### config.mk
export PLATFORM = sky130hd
export DESIGN_NAME = ysyx_22040750_axi_refill_flat
export DESIGN_NICKNAME = d
export VERILOG_FILES = /design/src/rtl/ysyx_22040750_axi_pkg.sv /design/src/rtl/ysyx_22040750_axi_refill_if.sv /design/src/rtl/ysyx_22040750_refill_linebuf.sv /design/src/rtl/ysyx_22040750_axi_refill.sv /design/src/flat_wrapper.sv
export SDC_FILE = /design/constraint.sdc
export NUM_CORES = 1
export LEC_CHECK = 0
export ABC_CLOCK_PERIOD_IN_PS = 6200
export BUFFER_PORTS_ARGS = -buffer_cell sky130_fd_sc_hd__clkbuf_2
export CAP_MARGIN = 40
export CORE_MARGIN = 2
export CORE_UTILIZATION = 45
export DETAILED_ROUTE_END_ITERATION = 16
export PLACE_DENSITY = 0.74
export SYNTH_ARGS = -nofsm -noshare
export SYNTH_HDL_FRONTEND = slang
export SYNTH_SLANG_ARGS = --single-unit
### constraint.sdc
create_clock -name I_clk -period 6.2 [get_ports I_clk]
set_clock_uncertainty 0.05 [all_clocks]
set_input_delay 0.62 -clock I_clk [delete_from_list [all_inputs] [get_ports I_clk]]
set_output_delay 0.62 -clock I_clk [all_outputs]
set_load 0.02 [all_outputs]
### src/rtl/ysyx_22040750_axi_pkg.sv
// ============================================================================
// Module   : ysyx_22040750_axi_pkg
// Brief    : Shared FSM encoding, AXI constants and address helper for the
//            cache-line refill master.
// Revision : 1.0  initial release
// ============================================================================
`default_nettype none

package ysyx_22040750_axi_pkg;

   typedef enum logic [1:0] {
      ST_IDLE = 2'd0,
      ST_AR   = 2'd1,
      ST_R    = 2'd2,
      ST_DONE = 2'd3
   } refill_state_e;

   localparam logic [2:0] AXI_SIZE_8B    = 3'b011;
   localparam logic [1:0] AXI_BURST_INCR = 2'b01;

   // Clear the byte-offset bits so the burst starts on a line boundary.
   function automatic logic [31:0] line_align(input logic [31:0] addr, input int ofs_w);
      return addr & ~((32'd1 << ofs_w) - 32'd1);
   endfunction

endpackage

`default_nettype wire

### src/rtl/ysyx_22040750_axi_refill_if.sv
// ============================================================================
// Module   : ysyx_22040750_axi_refill_if
// Brief    : Cache-side request/line signals plus AXI AR/R channel signals
//            of the refill master, with master/slave views.
// Revision : 1.0  initial release
// ============================================================================
`default_nettype none

interface ysyx_22040750_axi_refill_if #(
   parameter int LINE_BEATS = 4
);
   logic                      req_valid;
   logic [31:0]               req_addr;
   logic                      req_ready;
   logic                      done;
   logic [64*LINE_BEATS-1:0]  line_data;
   logic                      err;

   logic [31:0]               araddr;
   logic                      arvalid;
   logic                      arready;
   logic [7:0]                arlen;
   logic [2:0]                arsize;
   logic [63:0]               rdata;
   logic                      rvalid;
   logic                      rlast;
   logic                      rready;

   modport master (
      input  req_valid, req_addr, arready, rdata, rvalid, rlast,
      output req_ready, done, line_data, err, araddr, arvalid, arlen, arsize, rready
   );

   modport slave (
      output req_valid, req_addr, arready, rdata, rvalid, rlast,
      input  req_ready, done, line_data, err, araddr, arvalid, arlen, arsize, rready
   );

endinterface

`default_nettype wire

### src/rtl/ysyx_22040750_refill_linebuf.sv
// ============================================================================
// Module   : ysyx_22040750_refill_linebuf
// Brief    : LINE_BEATS x 64-bit line buffer, one beat written per cycle at
//            the given slot index, whole line presented flat.
// Revision : 1.0  initial release
// ============================================================================
`default_nettype none

module ysyx_22040750_refill_linebuf #(
   parameter int LINE_BEATS = 4,
   parameter int IDX_W      = $clog2(LINE_BEATS)
) (
   input  logic                     clk,
   input  logic                     rst,
   input  logic                     we,
   input  logic [IDX_W-1:0]         idx,
   input  logic [63:0]              wdata,
   output logic [64*LINE_BEATS-1:0] line
);

   logic [63:0] r_slot [LINE_BEATS];

   generate
      for (genvar g = 0; g < LINE_BEATS; g++) begin : g_slot
         always_ff @(posedge clk) begin
            if (rst) begin
               r_slot[g] <= '0;
            end else if (we && (idx == IDX_W'(g))) begin
               r_slot[g] <= wdata;
            end
         end

         assign line[64*g +: 64] = r_slot[g];
      end
   endgenerate

endmodule

`default_nettype wire

### src/rtl/ysyx_22040750_axi_refill.sv
// ============================================================================
// Module   : ysyx_22040750_axi_refill
// Brief    : AXI4 read-burst master refilling one cache line per request.
//            Optional macro YSYX_22040750_RLAST_CHECK_EN enables the sticky
//            rlast/beat-count mismatch flag and drop-until-rlast recovery.
// Revision : 1.0  initial release
// ============================================================================
`default_nettype none

module ysyx_22040750_axi_refill
   import ysyx_22040750_axi_pkg::*;
#(
   parameter int LINE_BEATS = 4,
   parameter int OFS_W      = 5
) (
   input  logic                       I_clk,
   input  logic                       I_rst,
   ysyx_22040750_axi_refill_if.master bus
);

   localparam int               CNT_W       = $clog2(LINE_BEATS);
   localparam logic [CNT_W-1:0] c_last_beat = CNT_W'(LINE_BEATS - 1);

   refill_state_e     r_state;
   refill_state_e     w_state_nxt;
   logic [CNT_W-1:0]  r_cnt;
   logic [31:0]       r_araddr;
   logic              w_req_ready;
   logic              w_arvalid;
   logic              w_rready;
   logic              w_done;
   logic              w_ar_hs;
   logic              w_beat;
   logic              w_wr;
   logic              w_last_slot;

   assign w_ar_hs     = (r_state == ST_AR) && bus.arready;
   assign w_beat      = (r_state == ST_R) && bus.rvalid;
   assign w_last_slot = (r_cnt == c_last_beat);

`ifdef YSYX_22040750_RLAST_CHECK_EN
   logic r_err;
   logic r_drop;
   logic w_err_set;

   // Once the final slot is filled without rlast, remaining beats are dropped.
   assign w_wr      = w_beat && !r_drop;
   assign w_err_set = w_wr && (bus.rlast != w_last_slot);

   always_ff @(posedge I_clk) begin
      if (I_rst) begin
         r_err  <= 1'b0;
         r_drop <= 1'b0;
      end else begin
         if (w_err_set) begin
            r_err <= 1'b1;
         end
         if (w_ar_hs) begin
            r_drop <= 1'b0;
         end else if (w_wr && w_last_slot && !bus.rlast) begin
            r_drop <= 1'b1;
         end
      end
   end

   assign bus.err = r_err;
`else
   assign w_wr    = w_beat;
   assign bus.err = 1'b0;
`endif

   always_ff @(posedge I_clk) begin
      if (I_rst) begin
         r_state <= ST_IDLE;
      end else begin
         r_state <= w_state_nxt;
      end
   end

   // Handshake outputs decode from state only, keeping input-to-output paths registered.
   always_comb begin
      w_state_nxt = r_state;
      w_req_ready = 1'b0;
      w_arvalid   = 1'b0;
      w_rready    = 1'b0;
      w_done      = 1'b0;
      case (r_state)
         ST_IDLE: begin
            w_req_ready = 1'b1;
            if (bus.req_valid) begin
               w_state_nxt = ST_AR;
            end
         end
         ST_AR: begin
            w_arvalid = 1'b1;
            if (bus.arready) begin
               w_state_nxt = ST_R;
            end
         end
         ST_R: begin
            w_rready = 1'b1;
            if (w_beat && bus.rlast) begin
               w_state_nxt = ST_DONE;
            end
         end
         ST_DONE: begin
            w_done      = 1'b1;
            w_state_nxt = ST_IDLE;
         end
         default: begin
            w_state_nxt = ST_IDLE;
         end
      endcase
   end

   always_ff @(posedge I_clk) begin
      if (I_rst) begin
         r_araddr <= '0;
         r_cnt    <= '0;
      end else begin
         if ((r_state == ST_IDLE) && bus.req_valid) begin
            r_araddr <= line_align(bus.req_addr, OFS_W);
         end
         // Counter saturates on the last slot so overrun beats overwrite it.
         if (w_ar_hs) begin
            r_cnt <= '0;
         end else if (w_wr && !w_last_slot) begin
            r_cnt <= r_cnt + 1'b1;
         end
      end
   end

   ysyx_22040750_refill_linebuf #(
      .LINE_BEATS (LINE_BEATS),
      .IDX_W      (CNT_W)
   ) u_linebuf (
      .clk   (I_clk),
      .rst   (I_rst),
      .we    (w_wr),
      .idx   (r_cnt),
      .wdata (bus.rdata),
      .line  (bus.line_data)
   );

   assign bus.req_ready = w_req_ready;
   assign bus.done      = w_done;
   assign bus.araddr    = r_araddr;
   assign bus.arvalid   = w_arvalid;
   assign bus.arlen     = 8'(LINE_BEATS - 1);
   assign bus.arsize    = AXI_SIZE_8B;
   assign bus.rready    = w_rready;

endmodule

`default_nettype wire

### src/flat_wrapper.sv
// flat-port wrapper written by rule: the top's interface ports become plain ports
module ysyx_22040750_axi_refill_flat import ysyx_22040750_axi_pkg::*;
#(
   parameter int LINE_BEATS = 4,
   parameter int OFS_W      = 5
)
  (I_clk, I_rst, bus_req_valid, bus_req_addr, bus_arready, bus_rdata, bus_rvalid, bus_rlast, bus_req_ready, bus_done, bus_line_data, bus_err, bus_araddr, bus_arvalid, bus_arlen, bus_arsize, bus_rready);
  ysyx_22040750_axi_refill_if #(.LINE_BEATS(LINE_BEATS)) bus_i ();
  input  logic I_clk;
  input  logic I_rst;
  input wire logic [$bits(bus_i.req_valid)-1:0] bus_req_valid;
  input wire logic [$bits(bus_i.req_addr)-1:0] bus_req_addr;
  input wire logic [$bits(bus_i.arready)-1:0] bus_arready;
  input wire logic [$bits(bus_i.rdata)-1:0] bus_rdata;
  input wire logic [$bits(bus_i.rvalid)-1:0] bus_rvalid;
  input wire logic [$bits(bus_i.rlast)-1:0] bus_rlast;
  output wire logic [$bits(bus_i.req_ready)-1:0] bus_req_ready;
  output wire logic [$bits(bus_i.done)-1:0] bus_done;
  output wire logic [$bits(bus_i.line_data)-1:0] bus_line_data;
  output wire logic [$bits(bus_i.err)-1:0] bus_err;
  output wire logic [$bits(bus_i.araddr)-1:0] bus_araddr;
  output wire logic [$bits(bus_i.arvalid)-1:0] bus_arvalid;
  output wire logic [$bits(bus_i.arlen)-1:0] bus_arlen;
  output wire logic [$bits(bus_i.arsize)-1:0] bus_arsize;
  output wire logic [$bits(bus_i.rready)-1:0] bus_rready;
  assign bus_i.req_valid = bus_req_valid;
  assign bus_i.req_addr = bus_req_addr;
  assign bus_i.arready = bus_arready;
  assign bus_i.rdata = bus_rdata;
  assign bus_i.rvalid = bus_rvalid;
  assign bus_i.rlast = bus_rlast;
  assign bus_req_ready = bus_i.req_ready;
  assign bus_done = bus_i.done;
  assign bus_line_data = bus_i.line_data;
  assign bus_err = bus_i.err;
  assign bus_araddr = bus_i.araddr;
  assign bus_arvalid = bus_i.arvalid;
  assign bus_arlen = bus_i.arlen;
  assign bus_arsize = bus_i.arsize;
  assign bus_rready = bus_i.rready;
  ysyx_22040750_axi_refill #(.LINE_BEATS(LINE_BEATS), .OFS_W(OFS_W)) u_core (.I_clk(I_clk), .I_rst(I_rst), .bus(bus_i));
endmodule
# Word level (Yosys, flattened, before mapping)
# Memories as Yosys holds them, arrays and structs flattened.
# Cells that the tools add are included.
[op_classes]
addsub = 1
n_eq_ne = 9
n_mux = 26
n_bitwise = 4
reduce_logical = 14
[op_table]
columns = ["op", "count"]
rows = [
  ["64-bit two-way mux", 4],
  ["1-bit two-way mux", 18],
  ["1-bit logical AND", 9],
  ["2-bit == test (second input constant)", 4],
  ["2-bit case mux with 4 select lines", 1],
  ["2-bit two-way mux", 3],
  ["2-bit != test (second input constant)", 3],
  ["2-bit by 1-bit == test with 1-bit output (second input constant)", 2],
  ["2-bit zero test", 2],
  ["1-bit OR", 4],
  ["3-bit AND reduction", 1],
  ["2-bit by 1-bit adder with 2-bit output (second input constant)", 1],
  ["2-bit OR reduction", 1],
  ["1-bit zero test", 1],
]
[word_totals]
ff_bits = 31
ramBits = 256
inputBits = 102
out_inout_bits = 304
word_cells = 58
n_memories = 1
[memory_table]
columns = ["name", "words", "width", "read_ports", "rd_ports_with_merged_regs", "write_ports", "line", "source"]
rows = [
  ["u_core.u_linebuf.r_slot", 4, 64, 4, 0, 4, "ysyx_22040750_refill_linebuf.sv:21", "logic [63:0] r_slot [LINE_BEATS];"],
]

# Logic depth before layout (Yosys ltp)
# Gate-level depths: netlist of the first run.
[logic_depth]
depth_word = 7
depth_mapped = 7

# Cells and area by module
# Synthesis of the first run repeated with hierarchy kept, for this count alone.
[unflattened]
cells_unflattened = 793
area_unflattened_um2 = 10744.1
[by_module_without_submodules]
columns = ["mod", "instances", "cells_each", "area_each_um2", "seq_area_each_um2"]
rows = [
  ["ysyx_22040750_refill_linebuf", 1, 627, 9414.0, 7687.4],
  ["ysyx_22040750_axi_refill", 1, 166, 1330.0, 620.6],
]

# Worst setup path after synthesis of the first run
# OpenSTA, ideal clock, no wires.
[synth_path]
path_kind = "input to register"
from = "input port I_rst"
to = "memory u_core.u_linebuf.r_slot[0][0], enable pin"
setup_time_ns = 0.398
arrival_ns = 2.052
required_time_ns = 5.752
slack_ns = 3.700
stages = 3
path_cell_list = "buf_2 clkbuf_1 a31o_2"
[synth_rtl]
columns = ["item", "line", "source"]
rows = [
  ["start: declaration", "flat_wrapper.sv:10", "input logic I_rst;"],
  ["end: declaration", "ysyx_22040750_refill_linebuf.sv:21", ""],
]

# Worst setup path in the final report of the first run
[layout_path]
from = "register u_core.r_state[0]"
to = "output port bus_rready"
[layout_between]
elab_chain_cells = 2
[layout_lines]
columns = ["item", "line", "source"]
rows = [
  ["start: declaration", "ysyx_22040750_axi_refill.sv:24", "refill_state_e r_state;"],
  ["start signal: assignment", "ysyx_22040750_axi_refill.sv:76", "r_state <= w_state_nxt;"],
  ["2-bit == test", "ysyx_22040750_axi_refill.sv:87", "case (r_state)"],
  ["1-bit two-way mux", "ysyx_22040750_axi_refill.sv:87", ""],
  ["end: declaration", "flat_wrapper.sv:25", "output wire logic [$bits(bus_i.rready)-1:0] bus_rready;"],
]
# Every way passes these cells.

==> reports/metrics.cfg, run 1 <==
[sta]
drv_slew=0
rsz0062_at_grt=false
slew_headroom_pct=61.6
finalSetupTns_ps=0
hold_violations=0
worst_pin_slew_ps=576
fmax_mhz=423
min_period_ps=2370
fin_crit_sh_pct=38.2
setup_viol=0

[floorplan]
fp.dieArea_sq_mm=0.0258
fp.dieH_microns=161
fp.coreArea_sq_mm=0.0242
die_w_microns=161
start_util_pct=45.7
io_pins=406
rows=57

[critical_path]
ff2ff_path_depth=6
slowest_delay_ps=440
worst_setup_path_end_kind=output pin
crit_fanout=9
worstSetupPathType=flop to output pin
worstReg2RegStart=u_core.r_state[0]
critPathArrivalTime_ps=1700
r2r_end=u_core.u_linebuf.r_slot[1][61]
path_buf_inv=2
cp_slowest_cell=ha_1
worstSetupStartpointType=flop
reg2reg_slack_ps=3940
cp_data_required_time_ps=5530
cpLargestDelayFamily=adder cells
crit_path_cell_trace=inv_1, ha_1, clkbuf_2

[placed_design]
gp_congestion=0.817
dp_hpwl_mm=18.3
portBuffers=383

[power_and_ir_drop]
leakage_nw=6.29
power.density_mw_per_mm2=320
ir_drop_v=0.000219

[flow_run]
max_cap_viol_count=0

[clock_tree]
clk_latency_ps=530
cts_resized=0
clock-sinks=287
cts_buffers=29
cts-root-buf=clkbuf_16
cts_buffer_depth=3
h-tree-depth=1
clk_pin_slew_ps=60
holdBufCountCts=0
cts_tree=built
cts_setup_buffers=0

[global_route]
grt_pass1_vias=6950
antenna_found_initial=2
grt_usage_pct=20.4
grt_pass1_wl_mm=40.6
grt_overflow=0
grt_max_degree=42

[route]
wire_per_inst_microns=18.5
remaining_drc_errors=0
vias=6903
avgViaCountPerCell=4.73
drt_iter0_drc=637
totalWireLength_mm=27.0
antenna_left=0
drt-pass1-iter-count=4

[synthesis]
synth-seq-cells=287
ys_types=27
yosys_warnings=0
post_synth_inst_count=717
yosysSeqAreaShare_pct=75.3
synth_area_sq_mm=0.0110
syn_avg_cell_area_sq_um=15.4

[layout]
drive_gt1_share_pct=48.5
area_growth_pct=29.2
utilization_pct=59.0
fin_nets=1221

[worst_hold_path]
min_to=u_core.bus.araddr[15]
worstHoldStart=bus_req_addr[15]
worst_hold_path_type=input pin to flop
hold_depth=3

[run_status]
outcome=complete, no violations

synthesized netlist by cell type, drive strengths merged:
library cell | count | share of area [%]
mux2i | 2 | 0.18
edfxtp | 256 | 70
o21a | 1 | 0.068
and2 | 257 | 16
nor3b | 4 | 0.68
ha | 9 | 1.0
nand3b | 1 | 0.068
clkbuf | 31 | 1.3
a31o | 4 | 0.32
xnor2 | 1 | 0.079
inv | 4 | 0.14
a21o | 1 | 0.068
nor2 | 3 | 0.10
nand2b | 4 | 0.23
a31oi | 1 | 0.057
conb | 2 | 0.068
buf | 20 | 1.3
a21bo | 1 | 0.091
dfxtp | 31 | 5.6
and3 | 1 | 0.057
nand2 | 56 | 2.0
a21oi | 27 | 1.2
worst max-delay path by stage:
| stage | to | cells past startpoint | startpoint |
|---|---|---|---|
| floorplan | u_core.u_linebuf.r_slot[0][0] | 3 | I_rst |
| global placement | u_core.u_linebuf.r_slot[1][60] | 4 | I_rst |
| detailed placement | u_core.u_linebuf.r_slot[1][60] | 6 | u_core.r_state[0] |
| CTS | bus_rready | 3 | u_core.r_state[0] |
| global route | u_core.u_linebuf.r_slot[1][45] | 6 | u_core.r_state[0] |
| finish | bus_rready | 3 | u_core.r_state[0] |
layout make-up:
type | count | area [sq um]
Multi-Input combinational cell | 390 | 2520
Sequential cell | 287 | 8310
Tap cell | 324 | 405
Clock inverter | 18 | 145
Fill cell | 1886 | 9920
Inverter | 4 | 15.0
Clock buffer | 36 | 752
Antenna cell | 1 | 2.50
Timing Repair Buffer | 398 | 2110
tightest hold or removal path, stage by stage:
cell and delay [ps]:
clkbuf_2 80, nand2_1 40, a21oi_1 50
registers in the layout, indices dropped and copies added, names as in the netlist:
register	count
u_core.u_linebuf.r_slot	256
u_core.bus.araddr	27
u_core.r_cnt	2
u_core.r_state	2
per-stage QoR:
stage	total power [mW]	area, sq um	hold slack [ps]	cells	setup slack [ps]
floorplan	2.71	11100	431	732	3700
global placement	2.93	13200	392	1395	3000
detailed placement	2.97	13400	399	1403	3900
CTS	4.61	14300	230	1457	3810
global route	4.73	14300	251	1458	3720
finish	4.57	14300	257	1458	3830
layer usage:
metal  global-route usage (%)  up-vias  routed length, microns
met5                        0        -                      11
met4                     6.10        2                     691
met3                     4.93       49                    2180
met2                     36.5      345                   13800
met1                     24.6     3296                   10300
li1                         -     3211                       -
placed cells by master, fill, tap and decap left out:
cell type,netlist,routed
bufinv_16,0,2
clkbuf_2,25,383
nand3b_1,1,1
inv_1,4,4
xnor2_1,1,1
conb_1,2,17
inv_6,0,2
dfxtp_1,31,31
a21oi_1,27,27
a31oi_1,1,1
and3_1,1,1
diode_2,0,1
buf_12,0,5
o21a_1,1,1
buf_8,0,3
nand2b_1,4,4
a31o_4,0,4
clkinv_2,0,6
and2_2,100,100
nor3b_4,4,4
clkbuf_16,0,29
a21o_1,1,1
mux2i_1,2,2
and2_1,157,157
ha_1,9,9
clkbuf_1,6,7
nand2_1,55,55
nor2_1,3,3
clkinvlp_4,0,2
nand2_4,1,1
clkinv_1,0,6
a21bo_2,1,1
edfxtp_1,256,256
buf_4,17,7
cells by family (layout without fill, tap and decap cells):
| group | count (synthesis) | after routing | share of synthesized area [%] |
|---|---|---|---|
| simple gates | 326 | 326 | 18.8 |
| flops | 287 | 287 | 75.3 |
| buf+inv | 55 | 456 | 2.75 |
| compound gates | 35 | 35 | 1.83 |
| fa+ha+maj | 9 | 9 | 1.02 |
| other cells | 2 | 18 | 0.0680 |
| mux | 2 | 2 | 0.181 |
| xor+xnor | 1 | 1 | 0.0794 |
power breakdown:
| part | switching [mW] | internal, mW | total, mW |
|---|---|---|---|
| Combinational | 0.438 | 0.196 | 0.633 |
| Sequential | 0.0482 | 2.24 | 2.29 |
| Clock | 0.703 | 0.944 | 1.65 |
| Total | 1.19 | 3.38 | 4.57 |
(Power assumes the default switching activity.)
==> run 2: changes to the inputs <==
--- a/config.mk
+++ b/config.mk
@@ -5,7 +5,8 @@
 export SDC_FILE = /design/constraint.sdc
 export NUM_CORES = 1
 export LEC_CHECK = 0
-export ABC_CLOCK_PERIOD_IN_PS = 6200
+export ABC_AREA = 1
+export ABC_CLOCK_PERIOD_IN_PS = 2200
 export BUFFER_PORTS_ARGS = -buffer_cell sky130_fd_sc_hd__clkbuf_2
 export CAP_MARGIN = 40
 export CORE_MARGIN = 2
==> constraint.sdc (replaced) <==
create_clock -name I_clk -period 2.2 [get_ports I_clk]
set_clock_uncertainty 0.05 [all_clocks]
set_input_delay 0.22 -clock I_clk [delete_from_list [all_inputs] [get_ports I_clk]]
set_output_delay 0.22 -clock I_clk [all_outputs]
set_load 0.02 [all_outputs]
==> run 2 against run 1 <==
Against the previous run: sequential share of layout area fell by 1.6 points; sequential cell count did not move; worst hold slack got worse by 240 ps; routed wire length is 8.3% higher; first-iteration DRC count fell by 17%; total power rose to 3.0 times the previous value; highest routed layer is now met4.
==> reports/metrics.cfg, run 2 <==
[synthesis]
ys_async_sr_fraction_pct=0
yosysMostFrequentCell=nor2_1
synth-seq-cells=287
synth_top_cells_by_count=nor2_1, edfxtp_1, inv_1
yosys_warnings=0
synth_area_sq_mm=0.0107
post_synth_inst_count=796
synth.top_cell.area_share_pct=71.9
ys_types=21
dominantRegCellSynth=edfxtp_1
syn_avg_cell_area_sq_um=13.4
synth_top_area_cell=edfxtp_1
synthTopCellsByArea=edfxtp_1, nor2_1, dfxtp_1
yosysSeqAreaShare_pct=77.7
synth_edf_count=256

[layout]
largest_reg_flops=256
fin_nets=1388
mostFrequentLayoutCell=clkbuf_2
utilization_pct=62.6
postLayoutCellArea_sq_mm=0.0147
multi_input_area_sq_mm=0.00175
final_cells=1618
layout.filler_cells=1776
final_cell_mix=clkbuf_2, nor2_1, edfxtp_1, dlygate4sd3_1, inv_1
drive_gt1_share_pct=36.3
area_growth_pct=37.1
regMostFlops=u_core.u_linebuf.r_slot
layout.area.seq_sq_mm=0.00831

[critical_path]
slowest_delay_ps=400
worstSetupPathDepth=6
crit_fanout=28
cpLargestDelayFamily=simple AND/OR/NAND/NOR gates
cp_slowest_cell=dfxtp_1
cp_common_cell=nor2_1
startpoint=u_core.r_state[1]
cp_data_required_time_ps=2560
worstSetupPathType=flop to flop
crit_path_cell_trace=inv_1, ha_1, nand2_2, inv_2, nor2_1, nor2_1
critPathArrivalTime_ps=2240
worstSetupStartpointType=flop
worstReg2RegStart=u_core.r_state[1]
reg2reg_slack_ps=330
ff2ff_path_depth=6
worst_setup_path_end_kind=flop
path_buf_inv=2

[route]
remaining_drc_errors=0
avgViaCountPerCell=4.77
totalWireLength_mm=29.2
drt_iter0_drc=527
antenna_left=0
drt-pass1-iter-count=6
wire_per_inst_microns=18.1
vias=7713

[worst_hold_path]
worstHoldStart=bus_rdata[4]
hold_depth=3
worst_hold_path_type=input pin to flop

[clock_tree]
cts-root-buf=clkbuf_16
clock-sinks=287
cts_buffer_depth=3
h-tree-depth=1
cts_setup_buffers=0
cts_tree=built
clk_pin_slew_ps=60
clk_latency_ps=530
cts_buffers=29

[power_and_ir_drop]
ir_drop_v=0.000973
leakage_nw=6.76
power.density_mw_per_mm2=924

[sta]
fmax_mhz=533
fin_crit_sh_pct=85.2
setup_viol=0
min_period_ps=1870
finalSetupTns_ps=0
rsz0062_at_grt=false
hold_violations=0
holdWs_ps=14.3
drv_slew=0

[global_route]
grt_pass1_wl_mm=42.4
grt_pass1_vias=7809
grt_max_degree=44
grt_usage_pct=22.3
antenna_found_initial=2
grt_overflow=0

[placed_design]
portBuffers=383
dp_hpwl_mm=19.1
gp_congestion=0.854
dp_cells=1486
place_area_sq_mm=0.0130

[floorplan]
fp.coreArea_sq_mm=0.0234
die_w_microns=158
rows=56
start_util_pct=45.7
fp.dieArea_sq_mm=0.0250
io_pins=406
fp.dieH_microns=158

[flow_run]
max_cap_viol_count=0

[run_status]
outcome=complete, no violations

[run 2: layer usage]
metal	track usage [%]	wire [microns]
met4	11.2	1290
met1	25.2	10400
met3	5.28	2590
met2	39.6	15000
met5	0	0
[run 2: power breakdown]
part	internal, mW	leakage (nW)	switching [mW]
sequential	6.41	2.91	0.189
clock	2.65	0.430	2.00
combinational	0.712	3.42	1.58
[run 2: worst register-to-register path: cells and delay by family (launching register included)]
| family | cells | cell delay, ps |
|---|---|---|
| AND/OR/NAND/NOR | 3 | 650 |
| buffers and inverters | 2 | 420 |
| flip-flops | 1 | 400 |
| adder cells (fa/ha/maj) | 1 | 240 |
[run 2: path summary, 6_finish.rpt]
path,endpoint
max reg2reg,u_core.bus.araddr[24]
min,u_core.u_linebuf.r_slot[0][4]
min reg2reg,u_core.bus.araddr[7]
max,u_core.bus.araddr[24]
[run 2: per-stage QoR]
stage               total power [mW]  worst slack, ps
global route                    14.0              128
finish                          13.5              325
detailed placement              8.86              370
CTS                             13.6              368
global placement                8.82              438
floorplan                       8.09            -46.9
[run 2: layout make-up]
class / count / share of cell area [%]
well taps: 319 / 2.72
inverters: 77 / 2.01
multi-input cells: 398 / 12.0
repair buffers: 484 / 20.5
clock inverters: 19 / 1.04
diodes: 1 / 0.0171
clock buffers: 33 / 5.05
flip-flops and latches: 287 / 56.7
[run 2: kinds of logic after synthesis]
group	share of synthesized area, %
AO/OA/AOI/OAI	1.45
adder cells (fa/ha/maj)	1.05
buffers and inverters	6.89
flip-flops	77.7
other	0.0703
AND/OR/NAND/NOR	12.8
[run 2: repair_timing]
| item | in CTS | in global routing |
|---|---|---|
| hold endpoints to repair | 201 | 0 |
| setup endpoints to repair | 0 | 0 |
| hold buffers | 79 | 0 |
| resized for setup | 0 | 0 |
